<file path="config.mk">
export PLATFORM = sky130hd
export DESIGN_NAME = uart_rx
export DESIGN_NICKNAME = d
export VERILOG_FILES = /design/src/rtl/uart_rx.sv
export SDC_FILE = /design/constraint.sdc
export NUM_CORES = 1
export LEC_CHECK = 0
export CAP_MARGIN = 20
export CORE_MARGIN = 8
export CORE_UTILIZATION = 60
export DETAILED_ROUTE_END_ITERATION = 8
export GPL_TIMING_DRIVEN = 0
export PLACE_DENSITY = 0.81
export SLEW_MARGIN = 20
export SYNTH_ARGS = -nofsm -noshare
export SYNTH_HDL_FRONTEND = slang
export SYNTH_SLANG_ARGS = --single-unit
export TNS_END_PERCENT = 50
</file>
<file path="constraint.sdc">
create_clock -name clk_i -period 3 [get_ports clk_i]
set_input_delay 0.9 -clock clk_i [delete_from_list [all_inputs] [get_ports clk_i]]
set_output_delay 0.9 -clock clk_i [all_outputs]
set_load 0.05 [all_outputs]
</file>
<file path="src/rtl/uart_rx.sv">
// uart_rx: 8N1 UART receiver, LSB first, 2-flop synchronised input.
// Ports: clk_i, rst_n (sync, active low), uart_rx_i (serial in),
//   rx_data_o (last good byte), rx_valid_o (1-cycle strobe),
//   frame_err_o (1-cycle, stop bit low), rx_busy_o (state != IDLE).
module uart_rx #(
    parameter int CLK_DIV  = 434,
    parameter int HALF_DIV = CLK_DIV / 2
) (
    input  logic       clk_i,
    input  logic       rst_n,
    input  logic       uart_rx_i,
    output logic [7:0] rx_data_o,
    output logic       rx_valid_o,
    output logic       frame_err_o,
    output logic       rx_busy_o
);

    typedef enum logic [2:0] {
        S_IDLE,
        S_START,
        S_DATA,
        S_STOP,
        S_BREAK
    } state_t;

    localparam logic [12:0] FULL_LD = 13'(CLK_DIV - 1);
    localparam logic [12:0] HALF_LD = 13'(HALF_DIV - 1);

    state_t      state, state_n;
    logic [12:0] cnt, cnt_n;
    logic [2:0]  bit_cnt, bit_n;
    logic [7:0]  shift, shift_n;
    logic [7:0]  data_n;
    logic        valid_n, ferr_n;
    logic        s1, s2, s2_d;
    logic        tick;

    assign tick      = (cnt == 13'd0);
    assign rx_busy_o = (state != S_IDLE);

    always_ff @(posedge clk_i) begin
        if (!rst_n) begin
            state       <= S_IDLE;
            cnt         <= 13'd0;
            bit_cnt     <= 3'd0;
            shift       <= 8'h00;
            s1          <= 1'b1;
            s2          <= 1'b1;
            s2_d        <= 1'b1;
            rx_data_o   <= 8'h00;
            rx_valid_o  <= 1'b0;
            frame_err_o <= 1'b0;
        end else begin
            state       <= state_n;
            cnt         <= cnt_n;
            bit_cnt     <= bit_n;
            shift       <= shift_n;
            s1          <= uart_rx_i;
            s2          <= s1;
            s2_d        <= s2;
            rx_data_o   <= data_n;
            rx_valid_o  <= valid_n;
            frame_err_o <= ferr_n;
        end
    end

    // Counter only decrements while non-zero; a state that
    // consumes a tick either reloads it or leaves it at 0.
    always_comb begin
        state_n = state;
        cnt_n   = cnt;
        bit_n   = bit_cnt;
        shift_n = shift;
        data_n  = rx_data_o;
        valid_n = 1'b0;
        ferr_n  = 1'b0;
        unique case (state)
            S_IDLE: begin
                if (s2_d && !s2) begin
                    state_n = S_START;
                    cnt_n   = HALF_LD;
                end
            end
            S_START: begin
                if (!tick) begin
                    cnt_n = cnt - 13'd1;
                end else if (s2) begin
                    state_n = S_IDLE;
                end else begin
                    state_n = S_DATA;
                    cnt_n   = FULL_LD;
                    bit_n   = 3'd0;
                end
            end
            S_DATA: begin
                if (!tick) begin
                    cnt_n = cnt - 13'd1;
                end else begin
                    shift_n = {s2, shift[7:1]};
                    bit_n   = bit_cnt + 3'd1;
                    cnt_n   = FULL_LD;
                    if (bit_cnt == 3'd7) state_n = S_STOP;
                end
            end
            S_STOP: begin
                if (!tick) begin
                    cnt_n = cnt - 13'd1;
                end else if (s2) begin
                    data_n  = shift;
                    valid_n = 1'b1;
                    state_n = S_IDLE;
                end else begin
                    ferr_n  = 1'b1;
                    state_n = S_BREAK;
                end
            end
            // Wait for the line to go high so a held-low
            // break cannot look like a new start edge.
            S_BREAK: begin
                if (s2) state_n = S_IDLE;
            end
            default: state_n = S_IDLE;
        endcase
    end

endmodule

</file>
==> results.ini <==
[outcome]
outcome=completed

[cts]
clock_latency_ns=0.35
clockBufferDepth=2
post_cts_buffers=0
hold_buffers=0
clk_transition_reported_paths_ns=0.12
post_cts_resized=1
cts_max_level=2
cts.sink_count=40
cts-root-buf=clkbuf_4
cts_made_buffers=5
cts_tree=built

[flow_run]
max_cap_violations=0

[routing]
wl_um=4340
routedWlPerCell_um=15.2
dr.pass1.iters=4
avgViaCountPerCell=5.93
drc_errors=0
drt-initial-drc-count=155
num_vias=1691
ant_nets=0

[worst_setup_path]
cp_max_fo=10
crit_slowest_cell=dlygate4sd2_1
r2r_setup_slack_ns=0.84
endpoint_kind=output pin
max_stage_delay_ns=0.54
required_ns=2.10
timing.rr.end=cnt[2]
start_kind=register
rr_startpoint=cnt[0]
crit_chain=clkbuf_1 > or3_1 > dlygate4sd2_1
r2r_cells=9
crit_type=register to output pin
cp.arrival_ns=1.91

[synthesis]
syn-cell-area_um2=1960
netlist_instances=220
ys_seq_area_share_pct=40.8
synth_fp_nets=227
synth_edf_count=0
ys_ff_latch=40
synthFlopType=dfxtp_1
synth-warning-count=0
ys_top_cells_by_count=dfxtp_1 (40), nor2_1 (29), nand2_1 (17)
ys_types=49
synth_top_area_share_pct=40.8
asyncSetResetFlopFracSynth_pct=0
synth_area_leader_cell=dfxtp_1
synth.most_common_cell=dfxtp_1
synthTopCellsByArea=dfxtp_1 (41%), mux2i_1 (8.2%), nor2_1 (5.6%)
avgSynthCellArea_um2=8.91

[timing]
max_freq_mhz=356
final.min_clock_period_ns=2.81
slew_headroom_pct=44.1
finalHoldViolCount=0
worst_pin_slew_ns=0.831
whs_ns=0.432
rsz0062_at_grt=no
finalSetupViolCount=0
setup_tns_ns=0
slew_violations=0
period_share_pct=93.7
clock_skew_ns=0.00852

[power_and_ir_drop]
p_total_uw=1960
clkPwrFrac_pct=14.3
sequentialPowerShare_pct=35.6
switchingPower_uw=897
power_frac_comb_pct=50.1
internal-power_uw=1060
p_sw_share_pct=45.8
leakage_uw=0.000806
p_per_area_nw_per_um2=889
peakVddDrop_mv=0.513

[worst_hold_path]
min_from=s1
hold_end=s2
min_path_cells=1
holdCritPathClass=register to register

[floorplanning]
dieWidth_um=73.2
die_h_um=73.2
start_util_pct=63.7
io_pins=14
rows=20
dieArea_um2=5350
core_um2=3080

[cells_and_area]
nets=247
layout-drive-gt1-share_pct=8.71
n_antenna_cell=0
area_growth_pct=12.4

[global_routing]
grt_pass1_wl_um=7290
grt_pass1_vias=1633
groute.usage.overall_pct=17.3
grt_max_degree=15
overflow=0
antenna_found_initial=0

[placed_design]
dp_hpwl_um=3170
gp_congestion=0.899
io_buffers=13

-- sequential cells by signal, summed over array words and instances, names as in the netlist --
signal,count
rx_data_o,8
s2,1
cnt,13
s1,1
shift,8
state,3
s2_d,1
bit_cnt,3
rx_valid_o,1
frame_err_o,1
-- cell families (layout without fill, tap and decap cells) --
family / Yosys count / count (layout) / share of synthesized area [%]
DFF: 40 / 40 / 40.8
buffers and inverters: 14 / 35 / 3.25
adders and majority gates: 4 / 4 / 2.55
AOI/OAI and AO/OA: 45 / 45 / 15.6
muxes: 16 / 16 / 8.17
xor gates and xnor gates: 1 / 1 / 0.447
and+or+nand+nor: 100 / 100 / 29.1
-- power groups by stage --
stage	clock network (µW)	logic (µW)	registers (µW)
finish	280	982	697
global route	309	1080	709
CTS	289	971	694
detailed placement	0	970	707
global placement	0	946	702
floorplan	0	777	684
-- worst max-delay path by stage --
stage,start,end
final,state[0],rx_busy_o
after global routing,state[0],rx_busy_o
after detailed placement,rst_n,cnt[11]
after CTS,state[0],rx_busy_o
after global placement,rst_n,cnt[11]
after floorplan,state[0],rx_busy_o
-- layout make-up --
cell class	instances	area, µm²
inverter	4	15.0
buffer	10	48.8
tap	44	55.1
clock buffer	5	37.5
multi-input combinational	166	1100
clock inverter	3	21.3
sequential	40	801
fill	261	875
timing repair buffer	13	129
-- per-stage QoR --
| step | util (%) | area (µm²) | std cells | setup slack (ns) |
|---|---|---|---|---|
| floorplan | - | 1960 | 220 | 0.978 |
| global placement | 69.7 | 2150 | 277 | 0.278 |
| detailed placement | 69.7 | 2150 | 277 | 0.263 |
| CTS | 71.6 | 2200 | 285 | 0.181 |
| global route | 71.6 | 2200 | 285 | 0.0688 |
| finish | 71.6 | 2200 | 285 | 0.189 |
-- critical path: cells and delay by family (launching register included) --
kind / cells / cell delay, ns
buffers and inverters: 2 / 0.95
flip-flops: 1 / 0.44
AND/OR/NAND/NOR: 1 / 0.18
-- per-layer routing --
metal	share of wire [%]	up-vias	global-route usage (%)
li1	-	837	-
met1	44	790	19.8
met2	48	55	28.6
met3	5.3	9	3.71
met4	2.2	0	10.2
met5	0	-	0
-- layout by cell type, fill, tap and decap left out, types with 3 or more instances in the layout --
cell type        Yosys  routed
a21o_1               3       3
a21oi_1             12      12
a22o_1               3       3
a31oi_1              3       3
buf_4                3       3
clkbuf_1             6       6
clkbuf_4             0       5
clkdlybuf4s50_1      0      12
dfxtp_1             40      40
ha_1                 4       4
inv_1                3       3
mux2i_1             16      16
nand2_1             17      17
nand2b_1             8       8
nand3_1              8       8
nor2_1              29      29
nor2b_1              3       3
nor3_1               7       7
nor4_1               4       4
o21ai_0              7       7
(Power assumes the default switching activity.)
